==> config.mk <==
export PLATFORM = sky130hd
export DESIGN_NAME = fcc_mem_rd_arb
export DESIGN_NICKNAME = d
export VERILOG_FILES = /design/src/rtl/fcc_mem_rd_arb.sv
export SDC_FILE = /design/constraint.sdc
export NUM_CORES = 1
export LEC_CHECK = 0
export ABC_CLOCK_PERIOD_IN_PS = 2600
export BUFFER_PORTS_ARGS = -buffer_cell sky130_fd_sc_hd__buf_2
export CAP_MARGIN = 0
export CORE_AREA = 2 2 261 263
export DETAILED_ROUTE_END_ITERATION = 12
export DIE_AREA = 0 0 263 265
export SLEW_MARGIN = 20
export SYNTH_ARGS = -nofsm -noshare
export SYNTH_HDL_FRONTEND = slang
export SYNTH_SLANG_ARGS = --single-unit
==> constraint.sdc <==
create_clock -name clk -period 2.6 [get_ports clk]
set_input_delay 0.26 -clock clk [delete_from_list [all_inputs] [get_ports clk]]
set_output_delay 0.26 -clock clk [all_outputs]
set_load 0.005 [all_outputs]
==> src/rtl/fcc_mem_rd_arb.sv <==
// Round-robin arbiter sharing one memory read port among the FC unit's pic, wgt and bias clients.
// One transaction is outstanding at a time; returned beats are registered and steered to the owner.
module fcc_mem_rd_arb #(
   parameter int ADDR_WIDTH        = 19,
   parameter int WORD_WIDTH        = 8,
   parameter int NUM_WORDS_IN_LINE = 32,
   parameter int SIZE_WIDTH        = 12,
   parameter int LV_WIDTH          = $clog2(NUM_WORDS_IN_LINE*WORD_WIDTH/8)
) (
   input  logic                                  clk,
   input  logic                                  rst_n,
   input  logic [2:0]                            cl_req,
   input  logic [3*ADDR_WIDTH-1:0]               cl_addr,
   input  logic [3*SIZE_WIDTH-1:0]               cl_size,
   output logic [2:0]                            cl_valid,
   output logic [2:0]                            cl_last,
   output logic [NUM_WORDS_IN_LINE*WORD_WIDTH-1:0] cl_data,
   output logic [LV_WIDTH-1:0]                   cl_last_valid,
   output logic                                  mem_req,
   output logic [ADDR_WIDTH-1:0]                 mem_start_addr,
   output logic [SIZE_WIDTH-1:0]                 mem_size_bytes,
   input  logic                                  mem_valid,
   input  logic                                  mem_last,
   input  logic [NUM_WORDS_IN_LINE*WORD_WIDTH-1:0] mem_data,
   input  logic [LV_WIDTH-1:0]                   mem_last_valid,
   output logic [1:0]                            gnt_id,
   output logic                                  busy,
   output logic                                  err_zero_size,
   output logic [1:0]                            state_dbg
);

   localparam int DW = NUM_WORDS_IN_LINE*WORD_WIDTH;

   // Handshake: cl_req is a level held until the client sees its cl_last; mem_req is a
   // level held until the first mem_valid; mem_valid has no back-pressure and every beat
   // accepted in ISSUE/XFER is forwarded one cycle later.
   typedef enum logic [1:0] {IDLE, ISSUE, XFER, DONE} state_t;

   state_t                  state_q, state_d;
   logic [1:0]              rr_last_q;
   logic [1:0]              id_q;
   logic [ADDR_WIDTH-1:0]   addr_q;
   logic [SIZE_WIDTH-1:0]   size_q;
   logic                    err_q;
   logic [2:0]              cl_valid_q, cl_last_q;
   logic [DW-1:0]           cl_data_q;
   logic [LV_WIDTH-1:0]     cl_lv_q;

   logic [1:0]              c0, c1, c2, sel_id;
   logic [ADDR_WIDTH-1:0]   sel_addr;
   logic [SIZE_WIDTH-1:0]   sel_size;
   logic                    beat_ok;
   logic [2:0]              id_onehot;

   function automatic logic [1:0] rr_next(input logic [1:0] x);
      return (x == 2'd2) ? 2'd0 : x + 2'd1;
   endfunction

   // Priority order starts just after the last owner.
   always_comb begin
      c0 = rr_next(rr_last_q);
      c1 = rr_next(c0);
      c2 = rr_next(c1);
      if (cl_req[c0])      sel_id = c0;
      else if (cl_req[c1]) sel_id = c1;
      else                 sel_id = c2;
   end

   always_comb begin
      sel_addr = '0;
      sel_size = '0;
      for (int i = 0; i < 3; i++) begin
         if (sel_id == 2'(i)) begin
            sel_addr = cl_addr[i*ADDR_WIDTH +: ADDR_WIDTH];
            sel_size = cl_size[i*SIZE_WIDTH +: SIZE_WIDTH];
         end
      end
   end

   always_comb begin
      state_d = state_q;
      case (state_q)
         IDLE:    if (|cl_req) state_d = (sel_size == '0) ? DONE : ISSUE;
         ISSUE:   if (mem_valid) state_d = mem_last ? DONE : XFER;
         XFER:    if (mem_valid && mem_last) state_d = DONE;
         DONE:    state_d = IDLE;
         default: state_d = IDLE;
      endcase
   end

   assign beat_ok   = mem_valid && (state_q == ISSUE || state_q == XFER);
   assign id_onehot = (id_q == 2'd0) ? 3'b001 : (id_q == 2'd1) ? 3'b010 : 3'b100;

   always_ff @(posedge clk or negedge rst_n) begin
      if (!rst_n) begin
         state_q    <= IDLE;
         rr_last_q  <= 2'd2;
         id_q       <= 2'd0;
         addr_q     <= '0;
         size_q     <= '0;
         err_q      <= 1'b0;
         cl_valid_q <= 3'b000;
         cl_last_q  <= 3'b000;
         cl_data_q  <= '0;
         cl_lv_q    <= '0;
      end else begin
         state_q <= state_d;
         err_q   <= 1'b0;
         if (state_q == IDLE && |cl_req) begin
            id_q   <= sel_id;
            addr_q <= sel_addr;
            size_q <= sel_size;
            // A zero-byte request is retired immediately and still consumes its turn.
            if (sel_size == '0) begin
               err_q     <= 1'b1;
               rr_last_q <= sel_id;
            end
         end
         if (state_q == DONE) rr_last_q <= id_q;
         cl_valid_q <= beat_ok ? id_onehot : 3'b000;
         cl_last_q  <= (beat_ok && mem_last) ? id_onehot : 3'b000;
         if (beat_ok) begin
            cl_data_q <= mem_data;
            cl_lv_q   <= mem_last ? mem_last_valid : '1;
         end
      end
   end

   assign mem_req        = (state_q == ISSUE);
   assign mem_start_addr = addr_q;
   assign mem_size_bytes = size_q;
   assign gnt_id         = (state_q == IDLE) ? 2'd3 : id_q;
   assign busy           = (state_q != IDLE);
   assign err_zero_size  = err_q;
   assign cl_valid       = cl_valid_q;
   assign cl_last        = cl_last_q;
   assign cl_data        = cl_data_q;
   assign cl_last_valid  = cl_lv_q;
   assign state_dbg      = state_q;

   a_valid_onehot: assert property (@(posedge clk) disable iff (!rst_n) $onehot0(cl_valid));
   a_last_in_valid: assert property (@(posedge clk) disable iff (!rst_n) (cl_last & ~cl_valid) == 3'b000);

endmodule

==> summary.txt, run 1 <==
Yosys
  • Post-synth EDFFs: 0
  • Avg Cell Area, Syn: 8.89 sq um
  • Syn Nets: 1746
  • Yosys reg bits: 305
  • Cell area after synthesis: 12300 sq um
  • Register area share after synthesis: 62.2%
  • Synth cell types: 55
  • Synthesized instance count: 1381
  • Asr flop ratio synth: between 90% and 100%
  • Synth Flop Type: dfrtp_1
  • Yosys Warn Count: 0

Critical path
  • CP required: 3.02 ns
  • Worst EP arrival: 2.68 ns
  • Critical Path Start Type: register
  • Crit Path Category: register to register
  • Crit end category: register
  • CP max FO: 10

Routing
  • DRC Markers: 0
  • Vias: approximately 13000
  • DR iter-0 viols: a little over 700
  • Wire per inst: 14.4 um
  • Via/cell ratio: 3.99
  • DRT Pass-1 Iters: 5
  • Antenna Violating Nets Remaining: 0
  • Final WL: 46.4 mm

Power
  • VDD IR max: 0.000535 V
  • Leakage: between 10 and 15 nW
  • Cell area power density: 1110 nW/um^2

Place
  • Routability cong.: 0.843
  • # port buffers: 665
  • HPWL after DPL: 32.2 mm

Global routing
  • Initial antenna violation count: 3
  • Largest net degree at the start of global routing: between 90 and 100
  • Vias in the first global route: 13200
  • Congestion Overflow GR: 0
  • Overall routing resource usage: 12.8%
  • First-pass GRT wire length: 71.7 mm

Clock tree
  • CTS tree: built
  • Clk buf depth: 3
  • Num CTS Buffers: 36
  • H-tree Lvls: 2
  • Post-CTS setup repair buffer count: 0
  • Cts hold-fix bufs: between 200 and 300
  • Worst skew pair latency: between 0.5 and 0.6 ns
  • CTS clk-pin slew, worst paths: 0.06 ns
  • Post-CTS Resized: 0
  • Clk sinks: 305
  • Clk root buf: clkbuf_16

Floorplanning
  • Core region area: 66800 sq um
  • Die ar.: 69700 sq um
  • FP Rows: 95
  • Boundary Pins: 666
  • Die width: between 200 and 300 um
  • Starting Density: between 10% and 20%
  • Die height: 265 um

Layout
  • Synth-to-Final Area Change: 68.1%
  • Nets: 2676
  • Layout cells sized above 1: 33.9%
  • Multi-input gate area: 4310 sq um
  • Final core utilization: approximately 30%
  • Fillers: 6879
  • FF/Latch Area: 7630 sq um

Timing
  • Slew margin rel.: 55.2%
  • Tmin final: roughly 2.3 ns
  • RSZ-0062 raised after global routing: false
  • Setup TNS: 0 ns
  • Worst-Margin Slew: 0.672 ns
  • Endpoints failing setup: 0
  • Post-route clock skew: 0.0148 ns
  • Final Max Tran Viols: 0
  • Period Utilization, post-route: 87.0%
  • Final Hold Viols: 0
  • Max Fclk: 0.442 GHz

Job
  • # Max-Cap Violations: 0

Worst hold path
  • Worst min path class: input port to register

Status
  • Outcome: finished, final reports clean
==> layer usage <==
metal | vias up | wire, um | GRT usage [%]
met3 | 106 | 3930 | 3.88
met5 | - | 13 | 0
met2 | 572 | 21700 | 21.4
met1 | 5951 | 18700 | 15.1
met4 | 2 | 1970 | 5.76
li1 | 6173 | - | -
==> critical path, cell delays in order (launching register included) <==
cell and delay [ns]:
dfstp_2 0.67, and2_1 0.42, nor2_4 0.11, a221oi_1 0.34, and4bb_4 0.32, and4_4 0.23
o21ai_2 0.05
==> per-stage QoR <==
| step | setup WS (ns) | cell area [sq um] | power (mW) | cells | hold WS, ns |
|---|---|---|---|---|---|
| after floorplan | 0.629 | 12300 | 12.9 | 1381 | -0.0356 |
| after global placement | 0.407 | 16900 | 17.5 | 2887 | 0.301 |
| after detailed placement | 0.361 | 16900 | 17.7 | 2887 | 0.298 |
| after CTS | 0.353 | 20600 | 23.0 | 3208 | 0.00375 |
| after global routing | 0.168 | 20600 | 24.7 | 3210 | 0.00836 |
| final | 0.339 | 20600 | 22.8 | 3210 | 0.0146 |
==> cell type report <==
| class | count | area share (%) |
|---|---|---|
| multi-input cells | 990 | 20.9 |
| well taps | 873 | 5.29 |
| diodes | 1 | 0.0121 |
| flip-flops and latches | 305 | 37.0 |
| inverters | 9 | 0.164 |
| clock buffers | 52 | 5.05 |
| clock inverters | 11 | 0.449 |
| repair buffers | 969 | 31.2 |
==> path summary, 6_finish.rpt <==
path / start / to / slack, ns / cells past startpoint
setup / recovery: rr_last_q[1] / rr_last_q[0] / 0.34 / 6
hold / removal: mem_last_valid[4] / cl_last_valid[4] / 0.01 / 3
setup reg to reg: rr_last_q[1] / rr_last_q[0] / 0.34 / 6
hold reg to reg: cl_data[130] / cl_data[130] / 0.46 / 2
max in group asynchronous: rst_n / cl_data[122] / 1.55 / 3
min in group asynchronous: rst_n / mem_start_addr[5] / 0.31 / 2
==> registers in the layout, indices dropped and copies added, names as in the netlist <==
register / flops
err_zero_size: 1
cl_data: 256
cl_valid: 3
mem_size_bytes: 12
mem_start_addr: 19
rr_last_q: 2
cl_last: 3
state_dbg: 2
id_q: 2
cl_last_valid: 5
==> Yosys cell counts, types with 2 or more instances <==
library cell  count  area share, %
mux2_2            3           0.28
o22ai_1           4           0.20
clkbuf_1         56            1.7
o21ai_0          10           0.41
buf_6             2           0.18
o32ai_2           2           0.27
nand2_1         825             25
buf_1            14           0.43
and2_1            6           0.31
dfrtp_1         304             62
ha_1              4           0.41
a21oi_1           5           0.20
a21o_1           19            1.2
o211a_1           2           0.16
o211ai_1          2           0.12
nor3_1            6           0.24
inv_1             9           0.28
nand2b_1          4           0.20
a41oi_1           2           0.14
o21ai_2           2           0.14
nor2_1           31           0.95
a221oi_1          2           0.14
nand3_1           4           0.16
or2_2             2           0.10
o31ai_1           4           0.24
a31oi_1           6           0.31
a311oi_1         19            1.4
buf_2             5           0.20
==> placed cells by master (no fill, tap or decap), types with 5 or more instances in the layout <==
| cell | netlist | final |
|---|---|---|
| inv_1 | 9 | 9 |
| clkbuf_1 | 56 | 9 |
| clkbuf_16 | 0 | 37 |
| buf_12 | 0 | 13 |
| a21o_1 | 19 | 19 |
| a311oi_1 | 19 | 19 |
| and2_1 | 6 | 5 |
| a31oi_1 | 6 | 6 |
| dfrtp_1 | 304 | 304 |
| nand2_1 | 825 | 824 |
| a21oi_1 | 5 | 5 |
| buf_2 | 5 | 664 |
| clkinv_2 | 0 | 6 |
| buf_4 | 0 | 32 |
| clkbuf_8 | 0 | 6 |
| nor2_1 | 31 | 31 |
| dlygate4sd3_1 | 0 | 259 |
| nor3_1 | 6 | 6 |
| o21ai_0 | 10 | 10 |
==> power by group <==
part           switching [mW]  internal (mW)  total [mW]
sequential               1.27           7.06        8.33
clock                    2.02           2.89        4.91
combinational            5.50           4.10        9.60
==> logic make-up after synthesis <==
group,after synthesis,share of synthesized area [%]
compound gates,87,5.64
fa+ha+maj,4,0.408
buf+inv,86,2.80
flops,305,62.2
mux,3,0.275
simple gates,896,28.7
No activity file was read; power rests on OpenSTA's default activity.
==> run 2: changes to the inputs <==
--- a/config.mk
+++ b/config.mk
@@ -5,12 +5,14 @@
 export SDC_FILE = /design/constraint.sdc
 export NUM_CORES = 1
 export LEC_CHECK = 0
+export ABC_AREA = 1
 export ABC_CLOCK_PERIOD_IN_PS = 2600
 export BUFFER_PORTS_ARGS = -buffer_cell sky130_fd_sc_hd__buf_2
 export CAP_MARGIN = 0
 export CORE_AREA = 2 2 261 263
 export DETAILED_ROUTE_END_ITERATION = 12
 export DIE_AREA = 0 0 263 265
+export PLACE_DENSITY = 0.36
 export SLEW_MARGIN = 20
 export SYNTH_ARGS = -nofsm -noshare
 export SYNTH_HDL_FRONTEND = slang
==> run 2 against run 1 <==
  * Synthesized area fell by 1.4%
  * Clock-buffer cell count rose by 4
  * Synthesized cell count fell by 36%
  * Worst setup slack improved by 0.072 ns
  * Critical endpoint unchanged
  * Critical path depth rose by 8
  * Sequential share of layout area fell by 0.73 points
  * Routed wire length rose by 0.22%
  * Clock power rose by 9.6%
  * Total power rose by 6.6%
  * Via count fell by 17%
  * Die area did not move
==> summary.txt, run 2 <==
Clock tree
  • Clk root buf: clkbuf_16
  • CTS clk-pin slew, worst paths: around 0.060 ns
  • Post-CTS setup repair buffer count: 0
  • CTS tree: built
  • Num CTS Buffers: 39
  • Clk buf depth: 3
  • Clk sinks: 305
  • H-tree Lvls: 2
  • Worst skew pair latency: about 0.55 ns

Routing
  • Vias: 10600
  • Final WL: 46.5 mm
  • Via/cell ratio: 3.82
  • DR iter-0 viols: 380
  • DRC Markers: 0
  • Wire per inst: 16.7 um
  • Antenna Violating Nets Remaining: 0
  • DRT Pass-1 Iters: 5

Layout
  • Layout cells sized above 1: 53.8%
  • Final cell count without fillers: approximately 2800
  • Nets: approximately 2300
  • Commonest non-fill, non-tap cells in the layout: 664 x buf_2, 305 x dlygate4sd3_1, 304 x dfrtp_1, 257 x mux2_2, 89 x nand2_1
  • Fillers: 6937
  • # diodes: 0
  • Synth-to-Final Area Change: 74.0%
  • Most common cell after layout, fill and taps aside: buf_2
  • Max FFs per register: 256

Floorplanning
  • Boundary Pins: 666
  • Die ar.: 69700 sq um
  • Die height: 265 um
  • FP Rows: 95
  • Starting Density: about 18%
  • Die width: approximately 260 um
  • Core region area: 66800 sq um

Timing
  • Slew margin rel.: 62.3%
  • Post-route clock skew: ~0.014 ns
  • Endpoints failing setup: 0
  • Worst-Margin Slew: 0.565 ns
  • Final Hold Viols: 0
  • Tmin final: between 2 and 2.5 ns
  • WHS: about 0.037 ns
  • Setup TNS: 0 ns
  • Period Utilization, post-route: 84.2%
  • RSZ-0062 raised after global routing: false
  • Final Max Tran Viols: 0
  • Max Fclk: 0.457 GHz

Yosys
  • Synth top cells by count: 304 x dfrtp_1, 257 x mux2_2, 90 x nand2_1
  • Most instantiated library cell after synthesis: dfrtp_1
  • Synth Flop Type: dfrtp_1
  • Synth cell types: 31
  • Yosys reg bits: ~300
  • Syn Nets: roughly 1300
  • Asr flop ratio synth: 100%
  • Synthesized instance count: around 890
  • Yosys Warn Count: 0
  • Area fraction of the dominant cell type after synthesis: 62.9%
  • Register area share after synthesis: 63.1%
  • Post-synth EDFFs: 0
  • Avg Cell Area, Syn: 13.6 sq um
  • Yosys top cell by area: dfrtp_1
  • Ranking of synthesized cells by area: dfrtp_1 63%, mux2_2 24%, nand2_1 2.8%, nor2_1 1.6%, a22oi_1 1.1%
  • Cell area after synthesis: about 12000 sq um

Place
  • HPWL after DPL: around 35 mm
  • # port buffers: roughly 670
  • Dpl cells: 2417
  • Routability cong.: 0.791

Global routing
  • Initial antenna violation count: 1
  • First-pass GRT wire length: 70.7 mm
  • Vias in the first global route: ~12000
  • Largest net degree at the start of global routing: 62
  • Congestion Overflow GR: 0
  • Overall routing resource usage: 13.0%

Job
  • # Max-Cap Violations: 0

Power
  • Total power: 24.4 mW
  • Cell area power density: roughly 1200 nW/um^2
  • Leakage: between 10 and 15 nW
  • VDD IR max: between 0.0005 and 0.0006 V

Critical path
  • Slowest stage delay, CP: about 0.57 ns
  • Reg2reg end: rr_last_q[0]
  • Critical Path Start Type: register
  • R2R Setup Slk: 0.41 ns
  • Critical path cell sequence: inv_1, nand3_4, nand3_2, nand2_4, buf_4, nand2_1, nand3_1, nand2_1, nand2_1, nor2_1, nand3_1, nand2_1, nand3_1, nand2_1
  • Crit Path Category: register to register
  • RR Startpoint: rr_last_q[1]
  • CP max FO: 13
  • Crit end category: register
  • Worst setup startpoint: rr_last_q[1]
  • R2R depth: 14
  • CP required: 3.03 ns
  • Slowest cell on the critical path: dfstp_2
  • Crit-path most repeated cell: nand2_1
  • Worst EP arrival: 2.61 ns
  • Critical Path End: rr_last_q[0]

Status
  • Outcome: finished, final reports clean

Worst hold path
  • Worst min path class: input port to register
-- run 2: cell types whose count changed after synthesis, sizes merged, moves of 12 or more --
cell	change
a22oi	+18
nand2	-731
mux2	+254
nand3	+19
inv	+23
nor2	+20
a31oi	+12
clkbuf	-44
a21o	-19
a21oi	+18
a311oi	-19
-- run 2: per-layer routing --
| metal | up-vias | GRT usage [%] | wire (um) |
|---|---|---|---|
| li1 | 5054 | - | - |
| met1 | 5114 | 14.5 | 17700 |
| met2 | 388 | 23.5 | 24200 |
| met3 | 86 | 3.14 | 2880 |
| met4 | 2 | 5.48 | 1700 |
| met5 | - | 0 | 10 |
-- run 2: through the flow --
| stage | instance area [sq um] | util, % | setup WS (ns) |
|---|---|---|---|
| finish | 21100 | 31.5 | 0.411 |
| global route | 21100 | 31.5 | 0.0554 |
| detailed placement | 16700 | 25.1 | 0.405 |
| global placement | 16700 | 25.1 | 0.444 |
| floorplan | 12100 | - | 0.605 |
| CTS | 21100 | 31.5 | 0.396 |
-- run 2: how the worst min path moves through the flow --
stage | start | to | slack, ns | cells past startpoint
4_1_cts | cl_addr[4] | mem_start_addr[4] | 0.0005 | 3
5_1_grt | cl_addr[9] | mem_start_addr[9] | 0.04 | 3
3_3_place_gp | rst_n | cl_data[196] | 0.27 | 1
6_report | cl_addr[0] | mem_start_addr[0] | 0.04 | 3
3_5_place_dp | rst_n | cl_data[196] | 0.28 | 1
2_1_floorplan | rst_n | cl_data[0] | -0.04 | 0
-- run 2: logic make-up after synthesis --
family	count (synthesis)	synth area share, %
AO/OA/AOI/OAI	65	3.32
adder cells (fa/ha/maj)	4	0.414
buffers and inverters	76	2.74
flip-flops	305	63.1
multiplexers	257	23.9
AND/OR/NAND/NOR	182	6.50
-- run 2: power breakdown --
| group | switching, mW | internal (mW) | leakage [nW] | total (mW) |
|---|---|---|---|---|
| Sequential | 1.21 | 7.21 | 3.57 | 8.42 |
| Combinational | 4.94 | 5.62 | 5.91 | 10.6 |
| Clock | 2.14 | 3.24 | 0.627 | 5.38 |
| Total | 8.29 | 16.1 | 10.1 | 24.4 |
-- run 2: final cells by class --
class | count | area [sq um] | share of cell area, %
multi-input combinational | 508 | 4150 | 19.7
tap | 873 | 1090 | 5.19
sequential | 305 | 7630 | 36.3
inverter | 32 | 120 | 0.571
clock inverter | 11 | 120 | 0.571
timing repair buffer | 1004 | 6800 | 32.3
clock buffer | 56 | 1140 | 5.42
-- run 2: critical path, delay by kind of cell (launching register included) --
family	cells	cell delay (ns)
flip-flops	1	0.57
buffers and inverters	2	0.31
AND/OR/NAND/NOR	12	1.20
-- run 2: timing repair --
action	4_1_cts	5_1_grt
resized for setup	0	0
hold buffers	305	0
endpoints found under the hold margin	329	0
==> run 3: changes to the inputs <==
--- a/config.mk
+++ b/config.mk
@@ -6,7 +6,7 @@
 export NUM_CORES = 1
 export LEC_CHECK = 0
 export ABC_AREA = 1
-export ABC_CLOCK_PERIOD_IN_PS = 2600
+export ABC_CLOCK_PERIOD_IN_PS = 2240
 export BUFFER_PORTS_ARGS = -buffer_cell sky130_fd_sc_hd__buf_2
 export CAP_MARGIN = 0
 export CORE_AREA = 2 2 261 263
==> constraint.sdc (replaced) <==
create_clock -name clk -period 2.24 [get_ports clk]
set_input_delay 0.224 -clock clk [delete_from_list [all_inputs] [get_ports clk]]
set_output_delay 0.224 -clock clk [all_outputs]
set_load 0.005 [all_outputs]
==> run 3 against run 2 <==
  * Sequential share of layout area shrank 0.84 points
  * Non-clock buffer count grew 31
  * Utilization grew 0.74 points
  * Clock skew shrank 0.0069 ns
  * First-iteration DRC count grew 2.9%
  * Critical path depth shrank 1
  * Routed wire length shrank 0.16%
  * Total power grew 20%
  * Flip-flop and latch count is the same
  * Fmax grew 8.5%
  * Clock power grew 25%
  * Hold slack gained 0.0014 ns
==> summary.txt, run 3 (synthesis gave the netlist of run 2 again) <==
Status
  • Outcome: finished, final reports clean

Clock tree
  • CTS tree: built
  • CTS clk-pin slew, worst paths: 0.06 ns
  • Clk sinks: between 300 and 400
  • Clk root buf: clkbuf_16
  • Clk buf depth: 3
  • H-tree Lvls: 2
  • Num CTS Buffers: 39
  • Worst skew pair latency: 0.55 ns

Critical path
  • RR Startpoint: rr_last_q[1]
  • Crit Path Category: register to register
  • CP required: 2.68 ns
  • Critical Path End: rr_last_q[0]
  • Worst EP arrival: 2.45 ns
  • Crit end category: register
  • R2R Setup Slk: 0.22 ns
  • Worst setup startpoint: rr_last_q[1]
  • R2R depth: 13
  • Reg2reg end: rr_last_q[0]
  • Critical Path Start Type: register
  • CP max FO: 7

Power
  • Sw Share: 33.5%
  • VDD IR max: just over 0.0006 V
  • Clock power share: 23.1%
  • Flop pwr share: between 30% and 40%
  • Switching power: 9.74 mW
  • Int Pwr: 19.4 mW
  • Leakage: roughly 10 nW
  • Combinational share of power: 43.4%
  • Cell area power density: 1350 nW/um^2

Routing
  • DR iter-0 viols: 391
  • Via/cell ratio: 3.86
  • Wire per inst: about 16 um
  • Vias: 10900
  • DRC Markers: 0
  • DRT Pass-1 Iters: 5
  • Final WL: 46.4 mm
  • Antenna Violating Nets Remaining: 0

Place
  • # port buffers: 665
  • Routability cong.: 0.792
  • Dpl cells: 2423
  • HPWL after DPL: 35.0 mm

Floorplanning
  • FP Rows: 95
  • Die width: 263 um
  • Core region area: 66800 sq um
  • Die ar.: 69700 sq um
  • Die height: 265 um
  • Starting Density: 18.1%
  • Boundary Pins: between 600 and 700

Layout
  • Layout cells sized above 1: a little over half
  • Commonest non-fill, non-tap cells in the layout: 664 x buf_2, 317 x dlygate4sd3_1, 304 x dfrtp_1, 257 x mux2_2, 89 x nand2_1
  • Final cell count without fillers: 2831
  • Max FFs per register: 256
  • Final core utilization: 32.3%
  • Most common cell after layout, fill and taps aside: buf_2
  • Nets: roughly 2300
  • Synth-to-Final Area Change: 78.2%

Timing
  • Period Utilization, post-route: around nine tenths
  • Worst-Margin Slew: 0.620 ns
  • Endpoints failing setup: 0
  • Post-route clock skew: roughly 0.0073 ns
  • RSZ-0062 raised after global routing: false
  • Setup TNS: 0 ns
  • Slew margin rel.: about three fifths
  • Max Fclk: 0.496 GHz
  • Tmin final: 2.02 ns
  • WHS: 0.0388 ns
  • Final Max Tran Viols: 0
  • Final Hold Viols: 0

Global routing
  • Vias in the first global route: roughly 12000
  • Congestion Overflow GR: 0
  • Largest net degree at the start of global routing: 65
  • Overall routing resource usage: between 10 and 15%
  • Initial antenna violation count: 6
  • First-pass GRT wire length: 70.6 mm

Worst hold path
  • Worst min path class: input port to register

Job
  • # Max-Cap Violations: 0
run 3: cell types whose count changed in the layout (fill, tap and decap cells not counted), sizes merged:
cell | before | now
clkbuf | 56 | 60
bufinv | 2 | 5
diode | 0 | 6
clkinv | 8 | 5
inv | 33 | 34
buf | 699 | 718
dlygate4sd3 | 305 | 317
run 3: critical path, cell delays in order, from the launching register on:
cell and delay, ns:
dfstp_2 0.59, nand2_1 0.11, nand3_2 0.11, nand2_4 0.09
buf_4 0.15, buf_4 0.12, nand2_1 0.05, nand2_1 0.05
nand2_1 0.08, nand2_1 0.07, nor2_2 0.15, nand4_1 0.17
nand3_1 0.12, nand2_1 0.05
run 3: worst min-delay path by stage:
stage                startpoint                 to  slack (ns)  cells past startpoint
floorplan                 rst_n         cl_data[0]       -0.07                      0
global placement          rst_n        cl_data[98]        0.26                      1
global route        cl_addr[28]  mem_start_addr[9]        0.05                      3
detailed placement        rst_n        cl_data[98]        0.26                      1
CTS                 cl_size[25]  mem_size_bytes[1]       0.002                      5
finish              cl_addr[28]  mem_start_addr[9]        0.04                      3
run 3: cell type report:
type / count / area (sq um)
well taps: 873 / 1090
multi-input cells: 508 / 4200
clock inverters: 12 / 204
repair buffers: 1035 / 7110
diodes: 6 / 15.0
fillers: 6894 / 45300
inverters: 32 / 120
flip-flops and latches: 305 / 7630
clock buffers: 60 / 1180
run 3: repair_timing:
action                                  CTS  global route
setup buffers                             0            13
hold buffers                            317             0
hold endpoints to repair                332             0
endpoints found under the setup margin    0             4
resized for setup                         0            10
run 3: layer usage:
metal / share of wire, % / global-route usage [%] / vias to the layer above
li1: - / - / 5137
met1: 38 / 14.4 / 5276
met2: 52 / 23.4 / 428
met3: 6.5 / 3.33 / 93
met4: 3.5 / 5.28 / 0
met5: 0 / 0 / -
run 3: power groups by stage:
stage	clock, mW	combinational [mW]	sequential (mW)
finish	6.71	12.6	9.76
global placement	0	12.1	9.78
global route	7.20	13.8	10.1
floorplan	0	6.10	9.98
detailed placement	0	12.1	9.82
CTS	6.99	12.6	9.77
run 3: stage by stage:
step                power, mW  cell area [sq um]  worst slack, ns
CTS                      29.4              21400           0.0681
finish                   29.1              21600            0.223
floorplan                16.1              12100            0.245
global placement         21.9              16800            0.160
detailed placement       22.0              16800            0.103
global route             31.1              21600          0.00650
